File: src/rtl/opb_register_bank_ppc2simulink_pkg.sv
// Shared types and helpers for the OPB software register bank.
package opb_regbank_pkg;

  // Bus-slave handshake states.
  typedef enum logic [1:0] {
    IDLE = 2'd0,
    ACK  = 2'd1,
    WAIT = 2'd2
  } slv_state_e;

  // CTRL bit that triggers copying every shadow to the outputs.
  localparam int unsigned CTRL_COMMIT_BIT = 0;

  // Byte-masked update: be[b]=1 takes byte b from new_v, otherwise keeps old_v.
  function automatic logic [31:0] be_merge(input logic [31:0] old_v,
                                           input logic [31:0] new_v,
                                           input logic [3:0]  be);
    logic [31:0] r;
    for (int b = 0; b < 4; b++) begin
      r[8*b +: 8] = be[b] ? new_v[8*b +: 8] : old_v[8*b +: 8];
    end
    return r;
  endfunction

endpackage

File: src/rtl/opb_register_bank_ppc2simulink_if.sv
// OPB slave-side signal bundle; bit 0 is the MSB, as on the OPB.
interface opb_register_bank_ppc2simulink_if;
  logic [0:31] OPB_ABus;
  logic [0:3]  OPB_BE;
  logic [0:31] OPB_DBus;
  logic        OPB_RNW;
  logic        OPB_select;
  logic        OPB_seqAddr;
  logic [0:31] Sl_DBus;
  logic        Sl_xferAck;
  logic        Sl_errAck;
  logic        Sl_retry;
  logic        Sl_toutSup;

  modport master (
    output OPB_ABus, OPB_BE, OPB_DBus, OPB_RNW, OPB_select, OPB_seqAddr,
    input  Sl_DBus, Sl_xferAck, Sl_errAck, Sl_retry, Sl_toutSup
  );

  modport slave (
    input  OPB_ABus, OPB_BE, OPB_DBus, OPB_RNW, OPB_select, OPB_seqAddr,
    output Sl_DBus, Sl_xferAck, Sl_errAck, Sl_retry, Sl_toutSup
  );
endinterface

File: src/rtl/opb_register_bank_ppc2simulink_slave.sv
// OPB slave handshake: address decode, request capture and the IDLE/ACK/WAIT FSM.
// Emits a read strobe with the live word index when a read is accepted, and a
// write strobe with the captured request during the ack cycle.
module opb_slave_if
  import opb_regbank_pkg::*;
#(
  parameter logic [31:0] C_BASEADDR = 32'h0100E400,
  parameter logic [31:0] C_HIGHADDR = 32'h0100E4FF
) (
  input  logic        clk_i,
  input  logic        rst_i,
  input  logic [31:0] abus_i,
  input  logic [3:0]  be_i,
  input  logic [31:0] dbus_i,
  input  logic        rnw_i,
  input  logic        select_i,
  output logic        ack_o,
  output logic        wr_en_o,
  output logic        rd_en_o,
  output logic [29:0] idx_o,
  output logic [31:0] wdata_o,
  output logic [3:0]  be_o
);

  slv_state_e  state_q, state_d;
  logic [29:0] idx_q;
  logic [31:0] wdata_q;
  logic [3:0]  be_q;
  logic        rnw_q;
  logic        hit_s;
  logic        accept_s;
  logic [31:0] off_s;
  logic        unused_s;

  assign hit_s    = (abus_i >= C_BASEADDR) && (abus_i <= C_HIGHADDR);
  assign off_s    = abus_i - C_BASEADDR;
  assign accept_s = (state_q == IDLE) && select_i && hit_s;
  assign unused_s = ^off_s[1:0];
  assign wdata_o  = wdata_q;
  assign be_o     = be_q;

  // FSM state register.
  always_ff @(posedge clk_i) begin
    if (rst_i) state_q <= IDLE;
    else       state_q <= state_d;
  end

  // Capture the request on the edge that accepts it; the write uses these values.
  always_ff @(posedge clk_i) begin
    if (rst_i) begin
      idx_q   <= 30'h0;
      wdata_q <= 32'h0;
      be_q    <= 4'h0;
      rnw_q   <= 1'b1;
    end else if (accept_s) begin
      idx_q   <= off_s[31:2];
      wdata_q <= dbus_i;
      be_q    <= be_i;
      rnw_q   <= rnw_i;
    end else begin
      idx_q   <= idx_q;
      wdata_q <= wdata_q;
      be_q    <= be_q;
      rnw_q   <= rnw_q;
    end
  end

  // Next state: one ack per select, then wait for select to drop.
  always_comb begin
    state_d = state_q;
    case (state_q)
      IDLE:    if (accept_s) state_d = ACK; else state_d = IDLE;
      ACK:     state_d = WAIT;
      WAIT:    if (!select_i) state_d = IDLE; else state_d = WAIT;
      default: state_d = IDLE;
    endcase
  end

  // Strobes and word index derived from the current state.
  always_comb begin
    ack_o   = 1'b0;
    wr_en_o = 1'b0;
    rd_en_o = 1'b0;
    idx_o   = idx_q;
    case (state_q)
      IDLE: begin
        rd_en_o = accept_s && rnw_i;
        idx_o   = off_s[31:2];
      end
      ACK: begin
        ack_o   = 1'b1;
        wr_en_o = !rnw_q;
      end
      WAIT:    ack_o = 1'b0;
      default: ack_o = 1'b0;
    endcase
  end

endmodule

File: src/rtl/opb_register_bank_ppc2simulink.sv
// Bank of N_REGS PPC-writable registers feeding user logic, with byte-enable
// writes, readback, optional auto-clear per register and optional atomic commit.
module opb_register_bank_ppc2simulink
  import opb_regbank_pkg::*;
#(
  parameter logic [31:0] C_BASEADDR   = 32'h0100E400,
  parameter logic [31:0] C_HIGHADDR   = 32'h0100E4FF,
  parameter int unsigned C_OPB_AWIDTH = 32,
  parameter int unsigned C_OPB_DWIDTH = 32,
  parameter int unsigned N_REGS       = 4,
  parameter logic [31:0] PULSE_MASK   = 32'h0,
  parameter logic [31:0] RESET_VALUE  = 32'h0,
  parameter bit          SHADOW_MODE  = 1'b0
) (
  input  logic                    OPB_Clk,
  input  logic                    OPB_Rst,
  opb_register_bank_ppc2simulink_if.slave opb,
  output logic [N_REGS*32-1:0]    user_data_out,
  output logic [N_REGS-1:0]       user_data_valid
);

  if (C_OPB_AWIDTH != 32 || C_OPB_DWIDTH != 32) begin : g_width_check
    $error("opb_register_bank_ppc2simulink supports only a 32-bit OPB");
  end

  localparam logic [29:0] CTRL_IDX = 30'(N_REGS);
  localparam logic [31:0] CTRL_VAL = {16'h0, 8'(N_REGS), 7'h0, SHADOW_MODE};

  logic [31:0]       shadow_q [N_REGS];
  logic [31:0]       shadow_d [N_REGS];
  logic [31:0]       out_q    [N_REGS];
  logic [31:0]       out_d    [N_REGS];
  logic [N_REGS-1:0] valid_q, valid_d;
  logic [31:0]       rdata_q, rdata_d;
  logic              ack_s, wr_en_s, rd_en_s, commit_s;
  logic [29:0]       idx_s;
  logic [31:0]       wdata_s;
  logic [3:0]        be_s;
  logic [31:0]       abus_s, dbus_s;
  logic [3:0]        opb_be_s;
  logic              unused_s;

  // OPB bit 0 is the MSB, so plain assignment maps DBus[0:7] onto bits 31:24.
  assign abus_s   = opb.OPB_ABus;
  assign dbus_s   = opb.OPB_DBus;
  assign opb_be_s = opb.OPB_BE;
  assign unused_s = opb.OPB_seqAddr;

  opb_slave_if #(
    .C_BASEADDR (C_BASEADDR),
    .C_HIGHADDR (C_HIGHADDR)
  ) u_slave (
    .clk_i    (OPB_Clk),
    .rst_i    (OPB_Rst),
    .abus_i   (abus_s),
    .be_i     (opb_be_s),
    .dbus_i   (dbus_s),
    .rnw_i    (opb.OPB_RNW),
    .select_i (opb.OPB_select),
    .ack_o    (ack_s),
    .wr_en_o  (wr_en_s),
    .rd_en_o  (rd_en_s),
    .idx_o    (idx_s),
    .wdata_o  (wdata_s),
    .be_o     (be_s)
  );

  // Register updates: auto-clear of pulse regs, byte-masked writes and commit.
  always_comb begin
    valid_d  = {N_REGS{1'b0}};
    commit_s = wr_en_s && (idx_s == CTRL_IDX) && wdata_s[CTRL_COMMIT_BIT]
               && (SHADOW_MODE == 1'b1);
    for (int i = 0; i < N_REGS; i++) begin
      shadow_d[i] = shadow_q[i];
      out_d[i]    = out_q[i];
      if (PULSE_MASK[i] && valid_q[i]) begin
        shadow_d[i] = 32'h0;
        out_d[i]    = 32'h0;
      end else if (wr_en_s && (idx_s == 30'(i))) begin
        shadow_d[i] = be_merge(shadow_q[i], wdata_s, be_s);
        if (SHADOW_MODE == 1'b0) begin
          out_d[i]   = be_merge(shadow_q[i], wdata_s, be_s);
          valid_d[i] = 1'b1;
        end else begin
          out_d[i] = out_q[i];
        end
      end else if (commit_s) begin
        out_d[i]   = shadow_q[i];
        valid_d[i] = 1'b1;
      end else begin
        shadow_d[i] = shadow_q[i];
      end
    end
  end

  // Readback mux, loaded only when a read is accepted so the bus sees zero otherwise.
  always_comb begin
    rdata_d = 32'h0;
    if (rd_en_s) begin
      rdata_d = (idx_s == CTRL_IDX) ? CTRL_VAL : 32'h0;
      for (int i = 0; i < N_REGS; i++) begin
        rdata_d = (idx_s == 30'(i)) ? shadow_q[i] : rdata_d;
      end
    end else begin
      rdata_d = 32'h0;
    end
  end

  // Register bank, output strobes and read data.
  always_ff @(posedge OPB_Clk) begin
    if (OPB_Rst) begin
      for (int i = 0; i < N_REGS; i++) begin
        shadow_q[i] <= RESET_VALUE;
        out_q[i]    <= RESET_VALUE;
      end
      valid_q <= {N_REGS{1'b0}};
      rdata_q <= 32'h0;
    end else begin
      for (int i = 0; i < N_REGS; i++) begin
        shadow_q[i] <= shadow_d[i];
        out_q[i]    <= out_d[i];
      end
      valid_q <= valid_d;
      rdata_q <= rdata_d;
    end
  end

  for (genvar g = 0; g < N_REGS; g++) begin : g_out
    assign user_data_out[32*g +: 32] = out_q[g];
  end
  assign user_data_valid = valid_q;

  assign opb.Sl_DBus    = rdata_q;
  assign opb.Sl_xferAck = ack_s;
  assign opb.Sl_errAck  = 1'b0;
  assign opb.Sl_retry   = 1'b0;
  assign opb.Sl_toutSup = 1'b0;

endmodule

File: src/flat_wrapper.sv
// flat-port wrapper written by rule: the top's interface ports become plain ports
module opb_register_bank_ppc2simulink_flat import opb_regbank_pkg::*;
#(
  parameter logic [31:0] C_BASEADDR   = 32'h0100E400,
  parameter logic [31:0] C_HIGHADDR   = 32'h0100E4FF,
  parameter int unsigned C_OPB_AWIDTH = 32,
  parameter int unsigned C_OPB_DWIDTH = 32,
  parameter int unsigned N_REGS       = 4,
  parameter logic [31:0] PULSE_MASK   = 32'h0,
  parameter logic [31:0] RESET_VALUE  = 32'h0,
  parameter bit          SHADOW_MODE  = 1'b0
)
  (OPB_Clk, OPB_Rst, user_data_out, user_data_valid, opb_OPB_ABus, opb_OPB_BE, opb_OPB_DBus, opb_OPB_RNW, opb_OPB_select, opb_OPB_seqAddr, opb_Sl_DBus, opb_Sl_xferAck, opb_Sl_errAck, opb_Sl_retry, opb_Sl_toutSup);
  opb_register_bank_ppc2simulink_if opb_i ();
  input  logic OPB_Clk;
  input  logic OPB_Rst;
  output logic [N_REGS*32-1:0] user_data_out;
  output logic [N_REGS-1:0] user_data_valid;
  input wire logic [$bits(opb_i.OPB_ABus)-1:0] opb_OPB_ABus;
  input wire logic [$bits(opb_i.OPB_BE)-1:0] opb_OPB_BE;
  input wire logic [$bits(opb_i.OPB_DBus)-1:0] opb_OPB_DBus;
  input wire logic [$bits(opb_i.OPB_RNW)-1:0] opb_OPB_RNW;
  input wire logic [$bits(opb_i.OPB_select)-1:0] opb_OPB_select;
  input wire logic [$bits(opb_i.OPB_seqAddr)-1:0] opb_OPB_seqAddr;
  output wire logic [$bits(opb_i.Sl_DBus)-1:0] opb_Sl_DBus;
  output wire logic [$bits(opb_i.Sl_xferAck)-1:0] opb_Sl_xferAck;
  output wire logic [$bits(opb_i.Sl_errAck)-1:0] opb_Sl_errAck;
  output wire logic [$bits(opb_i.Sl_retry)-1:0] opb_Sl_retry;
  output wire logic [$bits(opb_i.Sl_toutSup)-1:0] opb_Sl_toutSup;
  assign opb_i.OPB_ABus = opb_OPB_ABus;
  assign opb_i.OPB_BE = opb_OPB_BE;
  assign opb_i.OPB_DBus = opb_OPB_DBus;
  assign opb_i.OPB_RNW = opb_OPB_RNW;
  assign opb_i.OPB_select = opb_OPB_select;
  assign opb_i.OPB_seqAddr = opb_OPB_seqAddr;
  assign opb_Sl_DBus = opb_i.Sl_DBus;
  assign opb_Sl_xferAck = opb_i.Sl_xferAck;
  assign opb_Sl_errAck = opb_i.Sl_errAck;
  assign opb_Sl_retry = opb_i.Sl_retry;
  assign opb_Sl_toutSup = opb_i.Sl_toutSup;
  opb_register_bank_ppc2simulink #(.C_BASEADDR(C_BASEADDR), .C_HIGHADDR(C_HIGHADDR), .C_OPB_AWIDTH(C_OPB_AWIDTH), .C_OPB_DWIDTH(C_OPB_DWIDTH), .N_REGS(N_REGS), .PULSE_MASK(PULSE_MASK), .RESET_VALUE(RESET_VALUE), .SHADOW_MODE(SHADOW_MODE)) u_core (.OPB_Clk(OPB_Clk), .OPB_Rst(OPB_Rst), .opb(opb_i), .user_data_out(user_data_out), .user_data_valid(user_data_valid));
endmodule
File: config.mk
export PLATFORM = sky130hd
export DESIGN_NAME = opb_register_bank_ppc2simulink_flat
export DESIGN_NICKNAME = d
export VERILOG_FILES = /design/src/rtl/opb_register_bank_ppc2simulink_pkg.sv /design/src/rtl/opb_register_bank_ppc2simulink_if.sv /design/src/rtl/opb_register_bank_ppc2simulink_slave.sv /design/src/rtl/opb_register_bank_ppc2simulink.sv /design/src/flat_wrapper.sv
export SDC_FILE = /design/constraint.sdc
export NUM_CORES = 1
export LEC_CHECK = 0
export BUFFER_PORTS_ARGS = -buffer_cell sky130_fd_sc_hd__buf_2
export CORE_MARGIN = 1
export CORE_UTILIZATION = 44
export CTS_CLUSTER_DIAMETER = 40
export DETAILED_ROUTE_END_ITERATION = 10
export PLACE_DENSITY = 0.71
export SETUP_SLACK_MARGIN = 0.1
export SLEW_MARGIN = 5
export SYNTH_ARGS = -nofsm -noshare
export SYNTH_HDL_FRONTEND = slang
export SYNTH_SLANG_ARGS = --single-unit
File: constraint.sdc
create_clock -name OPB_Clk -period 3.7 [get_ports OPB_Clk]
set_input_delay 0.37 -clock OPB_Clk [delete_from_list [all_inputs] [get_ports OPB_Clk]]
set_output_delay 0.37 -clock OPB_Clk [all_outputs]
set_load 0.005 [all_outputs]
Word level (Yosys, flattened, before mapping)
Memories as Yosys holds them, arrays and structs flattened.
Cells that the tools add are included.
{ "totals": {"word_cells": 90, "latchBits": 0, "n_memories": 2, "regBits": 105, "inputBits": 73, "mem_bits_ro": 0, "out_inout_bits": 168, "mem_bits_rw": 256} }
{ "memory_table": {"columns": ["name", "depth", "width", "rd", "rd_clocked_by_memory_dff", "write_ports", "line_no", "text"], "rows": [
  ["u_core.out_q", 4, 32, 4, 0, 4, "opb_register_bank_ppc2simulink.sv:31", "logic [31:0] out_q [N_REGS];"],
  ["u_core.shadow_q", 4, 32, 4, 0, 4, "opb_register_bank_ppc2simulink.sv:29", "logic [31:0] shadow_q [N_REGS];"]
]} }
{ "classes": {"bitwise": 9, "n_lt_le_gt_ge": 2, "eq_ne": 6, "mux": 51, "reduce_logical": 12, "n_addsub": 1, "multipliers": 0, "n_div": 0, "shift": 0} }
{ "op_table": {"columns": ["op", "n"], "rows": [
  ["32-bit 2-to-1 mux", 20],
  ["8-bit 2-to-1 mux", 16],
  ["30-bit by 2-bit equality test with 1-bit output, second input constant", 2],
  ["32-bit by 25-bit greater-or-equal comparator with 1-bit output, second input constant", 1],
  ["32-bit by 25-bit <= comparator with 1-bit output, second input constant", 1],
  ["32-bit by 25-bit subtractor with 32-bit output, second input constant", 1],
  ["30-bit by 1-bit equality test with 1-bit output, second input constant", 1],
  ["30-bit by 3-bit equality test with 1-bit output, second input constant", 1],
  ["30-bit logical NOT", 1],
  ["30-bit 2-to-1 mux", 1],
  ["1-bit 2-to-1 mux", 11],
  ["11-bit 2-to-1 mux", 1],
  ["1-bit logical AND", 8],
  ["1-bit bitwise OR", 8],
  ["2-bit one-hot mux with 3 select lines", 1],
  ["2-bit by 1-bit equality test with 1-bit output, second input constant", 1],
  ["2-bit equality test, second input constant", 1],
  ["2-bit logical NOT", 1],
  ["2-bit 2-to-1 mux", 1],
  ["2-bit OR reduction", 1],
  ["1-bit logical NOT", 1],
  ["1-bit NOT", 1]
]} }

Depth between registers and ports, before layout
Gate-level depths: netlist (run 1).
{ "depth": {"ltp_word": 8, "mapped_depth": 12, "ltp_nobuf": 9} }

Modules after synthesis
Synthesis (run 1) repeated with hierarchy kept, for this count alone.
{ "hier_totals": {"cells_unflattened": 1138, "area_unflattened_um2": 10680.2} }
{ "by_module_without_submodules": {"columns": ["mod", "area_per_inst_um2", "cells_each", "instances", "seq_area_each_um2"], "rows": [
  ["opb_register_bank_ppc2simulink", 7288.2, 689, 1, 3283.1],
  ["opb_slave_if", 3392.0, 449, 1, 1381.3]
]} }

Worst setup path before layout (run 1)
No wires, ideal clock.
{ "synth_path": {"path_kind": "input port to flip-flop", "start": "input opb_OPB_ABus[11]", "end": "memory u_core.out_q[3][7] (netlist: u_core.out_q[0][103])", "arrival_ns": 2.610, "path_buffers": 2, "setup_time_ns": 0.128, "path_slack_ns": 0.963, "t_required_ns": 3.572, "cell_stages": 11, "path_cell_list": "inv_1 -> ha_1 -> nor2b_1 -> o21ai_0 -> a21o_1 -> a221o_1 -> buf_6 -> buf_12 -> nor3_4 -> mux2i_1 -> nor2_1"} }
{ "synth_rtl": {"columns": ["item", "line_no", "text"], "rows": [
  ["start, declared", "flat_wrapper.sv:19", "input wire logic [$bits(opb_i.OPB_ABus)-1:0] opb_OPB_ABus;"],
  ["end, declared", "opb_register_bank_ppc2simulink.sv:31", null]
]} }

Final worst setup path (run 1)
{ "layout_path": {"start": "register u_core.u_slave.idx_q[3]", "end": "register u_core.rdata_q[23] (netlist: u_core.opb.Sl_DBus[8])"} }
{ "layout_via": {"elab_chain_cells": 6, "elab_cells_between_ends": 9, "cone_classes": "3 x eq/ne; 5 x mux; 1 x reduce/logical"} }
{ "layout_rtl": {"columns": ["item", "line_no", "text"], "rows": [
  ["start, declared", "opb_register_bank_ppc2simulink_slave.sv:26", "logic [29:0] idx_q;"],
  ["start signal, assigned", "opb_register_bank_ppc2simulink_slave.sv:56", "idx_q <= off_s[31:2];"],
  ["start signal, assigned", "opb_register_bank_ppc2simulink_slave.sv:61", "idx_q <= idx_q;"],
  ["30-bit 2-to-1 mux *", "opb_register_bank_ppc2simulink_slave.sv:85", "case (state_q)"],
  ["30-bit logical NOT", "opb_register_bank_ppc2simulink.sv:102", "rdata_d = (idx_s == 30'(i)) ? shadow_q[i] : rdata_d;"],
  ["32-bit 2-to-1 mux (3 in series)", "opb_register_bank_ppc2simulink.sv:102", null],
  ["32-bit 2-to-1 mux *", "opb_register_bank_ppc2simulink.sv:102", null],
  ["end signal, assigned", "opb_register_bank_ppc2simulink.sv:124", "rdata_q <= rdata_d;"],
  ["end, declared", "opb_register_bank_ppc2simulink.sv:34", "logic [31:0] rdata_q, rdata_d;"]
]} }
Mark *: on every way between the ends. The rest lies on a longest branch, timed or not.
A chain may end at the register's enable or synchronous reset.

==> metrics.txt, run 1 <==
Inserted Clock Buffers 30; DIE HEIGHT about 150 um; most frequent cells in the layout buf_2 (235), dfxtp_1 (233), nor2_1 (189), mux2i_1 (128), nand2_1 (113); Post-DRT Antenna Nets 0; uppermost layer routed met5; Starting Density 44.9%; Final Skew ~0.0084 ns; non-filler cells in the finished layout 1565; DR vias 8408; Routed WL between 20000 and 30000 um; Placed Instances between 1500 and 2000; FMAX between 300 and 400 MHz; Post-Synth XOR/XNOR Area less than 1%; Tcrit/Tclk final slightly above 80%; main combinational cell family by area after synthesis simple AND/OR/NAND/NOR gates; vias per inst around 5.4; clock slew at the register clock pins of the worst setup and hold paths 0.06 ns; Worst-Margin Slew between 1 and 1.5 ns; Distinct cells, synth 57; ratio of cells with drive above 1 in the final layout 28.4%; DRT met1 WL approximately 12000 um; VDD IR max approximately 0.33 mV; Skew-Pair Late Insertion Delay about 0.54 ns; sequential fraction of the synthesis area between 40 and 50%; DRC violations left 0; fin crit period roughly 3 ns; Final Hold Viols 0; most common cell after layout, fill and taps aside buf_2; power density cells ~460 nW/um^2; Crit Path Max Fanout 20; post-synthesis compound-gate area fraction 8.99%; RSZ-0062 raised after global routing no; Top FF cell, synth dfxtp_1; adder-cell area share of the yosys netlist 0.256%; met3 wire length between 1500 and 2000 um; Initial DRC Count around 410; core area 21800 sq um; Cell Area, Synth a little under 10000 sq um; fin nets 1335; outcome finished, final reports clean; DP Area roughly 11000 sq um; area grow syn2layout 25.6%; Cells after Synth roughly 1000; Post-synth EDFFs 0; Avg Inst Size Synth ~9.5 sq um; routed len/inst between 15 and 20 um; # setup viols final 0; flops & latches, synth about 230; Post-Layout Inst Area around 12000 sq um; CTS max path bufs 3; routed wl met2 ~13000 um; cts hold-fix bufs 0; Critical Path RT 4.17 ns; startpoint types flop; Yosys Warn Count 0; # IOs approximately 240; post-cts repair resize count 0; final core utilization a little under three fifths; critical path data arrival time 3.47 ns; leakage power 5.31 nW; vias in the first global route roughly 8000; H-tree depth 1; initial antenna violation count 3; die area between 20000 and 25000 sq um; Chip Width approximately 150 um; Critical Path End Type flop; total of max-cap violations 0; RePlAce Congestion between 0.9 and 1; DP HPWL 19200 um; post-synthesis mux area share 18.4%; HP Class in2reg; Simple-Gate Fraction of Synth Area a little over a fifth; setup tns final 0 ns; asr flop ratio synth 0%; TritonCTS clock tree yes; largest net degree at the start of global routing 105; drt first pass iters 5; Sink Count about 230; CP Class reg2reg; IO buf count 236; Total Routing Usage GR ~24%; Slew HR between 20% and 30%; Row Count 54; root buffer cell clkbuf_16; total gr overflow 0; setup bufs post-CTS 0; first-pass GRT wire length ~43000 um; Slew Viols, Final 0
synth_stat cells, types with 5 or more instances:
cell / number / area, sq um
and2_1: 21 / 131
clkbuf_1: 51 / 191
and3_1: 5 / 31.3
dfxtp_1: 233 / 4660
or4_1: 5 / 37.5
o21a_1: 20 / 150
nand3_1: 10 / 50.1
nor3_4: 13 / 211
a311oi_1: 12 / 105
inv_1: 10 / 37.5
a211oi_1: 5 / 37.5
nor4_1: 15 / 93.8
nor2b_1: 5 / 31.3
o21ai_0: 6 / 30.0
nor3_1: 16 / 80.1
mux4_2: 20 / 450
nand4_1: 6 / 37.5
nand2_1: 113 / 424
nor2_1: 189 / 709
o22ai_1: 11 / 68.8
nand3b_1: 5 / 37.5
mux2i_1: 130 / 1300
a21oi_1: 56 / 280
layer usage:
layer,up-vias,track usage [%]
li1,4071,-
met5,-,0
met2,267,40.3
met3,51,4.67
met1,4017,31.7
met4,2,7.25
path summary, 6_finish.rpt:
kind	end	depth (start not counted)	startpoint	slack [ns]
worst min-delay path	u_core.u_slave.wdata_o[17]	3	opb_OPB_DBus[17]	0.08
worst max-delay path	u_core.opb.Sl_DBus[8]	7	u_core.u_slave.idx_q[3]	0.70
worst min register to register	u_core.u_slave.idx_q[3]	2	u_core.u_slave.idx_q[3]	0.45
worst max register to register	u_core.opb.Sl_DBus[8]	7	u_core.u_slave.idx_q[3]	0.70
critical path, stage by stage (launching register included):
cell	delay [ns]
dfxtp_1	0.30
or4_1	0.55
nor3_1	0.34
a31oi_1	0.08
a221o_1	0.40
nor3_2	0.16
and3_1	0.85
and2_1	0.24
flip-flops by register name, indices dropped and copies added, names as in the netlist:
signal                  count
u_core.user_data_valid      4
u_core.u_slave.state_q      2
u_core.u_slave.rnw_q        1
u_core.u_slave.wdata_o     32
u_core.u_slave.idx_q       30
u_core.opb.Sl_DBus         32
u_core.out_q              128
u_core.u_slave.be_o         4
power breakdown:
group / internal [W] / switching [W]
logic: 0.0000749 / 0.000149
clock network: 0.00180 / 0.00109
registers: 0.00251 / 0.000000000128
cell families after synthesis:
| group | count (synthesis) |
|---|---|
| simple gates | 423 |
| flops | 233 |
| mux | 154 |
| compound gates | 136 |
| buf+inv | 76 |
| fa+ha+maj | 2 |
| xor+xnor | 2 |
| other cells | 1 |
area by class of cell:
| class | count | area, sq um |
|---|---|---|
| multi-input combinational | 720 | 4810 |
| antenna | 2 | 5.00 |
| tap | 280 | 350 |
| sequential | 233 | 4660 |
| clock buffer | 36 | 825 |
| timing repair buffer | 265 | 1420 |
| clock inverter | 19 | 194 |
| inverter | 10 | 37.5 |
| fill | 1982 | 9520 |
per-stage QoR:
| stage | worst slack [ns] | hold WS, ns | total power, W |
|---|---|---|---|
| floorplan | 0.963 | 0.427 | 0.00269 |
| global placement | 0.366 | 0.441 | 0.00279 |
| detailed placement | 0.317 | 0.446 | 0.00279 |
| CTS | 0.667 | 0.0606 | 0.00567 |
| global route | 0.582 | 0.0681 | 0.00580 |
| finish | 0.699 | 0.0761 | 0.00562 |
No activity file was read; power rests on OpenSTA's default activity.
==> run 2, diff against run 1 <==
clock period = 3 ns   (was 3.7 ns; I/O delays follow)
==> metrics.txt, run 2 (synthesis gave the netlist of run 1 again) <==
outcome finished, final reports clean; Post-DRT Antenna Nets 0 (unchanged); Total Routing Usage GR 24.7% (+0.46 points); Sink Count 233 (unchanged); NetSw 0.00165 W (+33%); Final Skew 0.0348 ns (+0.0264 ns); Slowest-stage cell, CP nor3_1; DR vias 8546 (+1.6%); Post-Layout Inst Area 12800 sq um (+4.3%); routed len/inst 18.3 um (+1.2%); Slew Viols, Final 0 (unchanged); final core utilization 58.8% (+2.4 points); CTS max path bufs 3 (unchanged); Inserted Clock Buffers 34 (+13%); IO buf count 236 (unchanged); ratio of cells with drive above 1 in the final layout 29.9% (+1.5 points); slowest stage delay, CP 0.55 ns (-0.30 ns); max FFs per register 128 (unchanged); total gr overflow 0 (unchanged); Tcrit/Tclk final 91.3% (+10 points); Worst-Margin Slew 0.874 ns (-0.242 ns); Chip Width 151 um (unchanged); Final Hold Viols 0 (unchanged); CP Cell Sequence or2_1 -> mux2_2 -> buf_4 -> nor3_1 -> nand4bb_1 -> buf_12 -> mux2i_1 -> nor2_1; largest net degree at the start of global routing 85 (-19%); vias in the first global route 8010 (+0.67%); H-tree depth 2 (+1); Row Count 54 (unchanged); Seq pwr share 42.0% (-2.6 points); Critical Path RT 3.33 ns (-0.84 ns); Slew HR 41.7% (+16 points); Routed WL 29000 um (+2.6%); FMAX 365 MHz (+9.5%); Starting Density 44.9% (unchanged); total of max-cap violations 0 (unchanged); drt first pass iters 5 (unchanged); area grow syn2layout 31.0%; HP Class in2reg; RePlAce Congestion 0.924 (-2.0%); CP Class reg2reg; core area 21800 sq um (unchanged); DP Area 11700 sq um (+3.4%); # diodes 0 (-2); # IOs 241 (unchanged); critical path data arrival time 3.07 ns (-0.40 ns); initial antenna violation count 1 (-2); power density cells 575 nW/um^2 (+26%); fin nets 1359 (+1.8%); root buffer cell clkbuf_16; RSZ-0062 raised after global routing no; clock share of power 54.1% (+2.7 points); cts hold-fix bufs 0 (unchanged); Int Pwr 0.00572 W (+31%); leakage power 5.55 nW (+4.6%); sw frac 22.4% (+0.36 points); fin crit period 2.74 ns (-0.261 ns); VDD IR max 0.432 mV (+31%); DRC violations left 0 (unchanged); die area 22800 sq um (unchanged); Crit Path Max Fanout 9 (-55%); Comb pwr share 3.9% (about the same); most common cell after layout, fill and taps aside buf_2; DP HPWL 19900 um (+3.6%); Placed Instances 1528 (+1.3%); startpoint types flop; Initial DRC Count 402 (-1.7%); TritonCTS clock tree yes; Top reg by flops u_core.out_q; clock slew at the register clock pins of the worst setup and hold paths 0.06 ns (about the same); vias per inst 5.38 (+0.17%); setup tns final 0 ns (unchanged); non-filler cells in the finished layout 1588 (+1.5%); # setup viols final 0 (unchanged); Skew-Pair Late Insertion Delay 0.50 ns (-0.04 ns); most frequent cells in the layout buf_2 (235), dfxtp_1 (233), nor2_1 (189), mux2i_1 (128), nand2_1 (113); Critical Path End Type flop; first-pass GRT wire length 43700 um (+1.4%); DIE HEIGHT 151 um (unchanged)
run 2: changes by cell type in the layout (fill, tap and decap cells not counted), moves of 2 or more:
cell	delta
buf_12	+19
clkbuf_16	+4
clkbuf_8	-2
clkinv_4	+2
clkinvlp_4	-2
diode_2	-2
inv_6	+2
run 2: worst paths after layout:
check	slack (ns)	depth (start not counted)	endpoint	start
setup / recovery	0.26	8	u_core.out_q[0][2]	u_core.u_slave.state_q[1]
hold reg to reg	0.45	2	u_core.u_slave.idx_q[3]	u_core.u_slave.idx_q[3]
hold / removal	0.04	3	u_core.u_slave.wdata_o[21]	opb_OPB_DBus[21]
setup reg to reg	0.26	8	u_core.out_q[0][2]	u_core.u_slave.state_q[1]
run 2: layout make-up:
cell class / instances / area [sq um]
Clock buffer: 38 / 897
Clock inverter: 22 / 255
Fill cell: 1907 / 8990
Inverter: 10 / 37.5
Multi-Input combinational cell: 720 / 4820
Sequential cell: 233 / 4660
Tap cell: 280 / 350
Timing Repair Buffer: 285 / 1810
run 2: power by group through the flow:
| stage | Clock [W] | Sequential, W | Combinational (W) |
|---|---|---|---|
| floorplan | 0 | 0.00316 | 0.000160 |
| finish | 0.00399 | 0.00310 | 0.000289 |
| global placement | 0 | 0.00316 | 0.000285 |
| global route | 0.00417 | 0.00309 | 0.000313 |
| CTS | 0.00404 | 0.00310 | 0.000287 |
| detailed placement | 0 | 0.00316 | 0.000287 |
run 2: worst max-delay path, delay by kind of cell (launching register included):
kind / cells / cell delay (ns)
AND/OR/NAND/NOR: 4 / 1.19
multiplexers: 2 / 0.58
buffers and inverters: 2 / 0.42
flip-flops: 1 / 0.37
run 2: per-layer routing:
layer / up-vias / track usage, % / part of all wire, % / wire, um
met5: - / 0 / 0.038 / 11
met4: 2 / 8.05 / 2.4 / 698
met3: 59 / 5.00 / 7.0 / 2040
met2: 299 / 41.4 / 48 / 13800
met1: 4063 / 31.6 / 43 / 12500
li1: 4123 / - / - / -
run 2: repair_timing:
action	4_1_cts	5_1_grt
endpoints found under the setup margin	0	34
resized for setup	0	2
buffers inserted	0	0
run 2: stage by stage:
stage | hold WS (ns) | total power (W) | setup slack (ns)
CTS | 0.0278 | 0.00743 | 0.127
global placement | 0.440 | 0.00345 | 0.0501
global route | 0.0472 | 0.00758 | 0.108
finish | 0.0375 | 0.00738 | 0.260
detailed placement | 0.446 | 0.00345 | -0.0586
floorplan | 0.424 | 0.00332 | 0.333
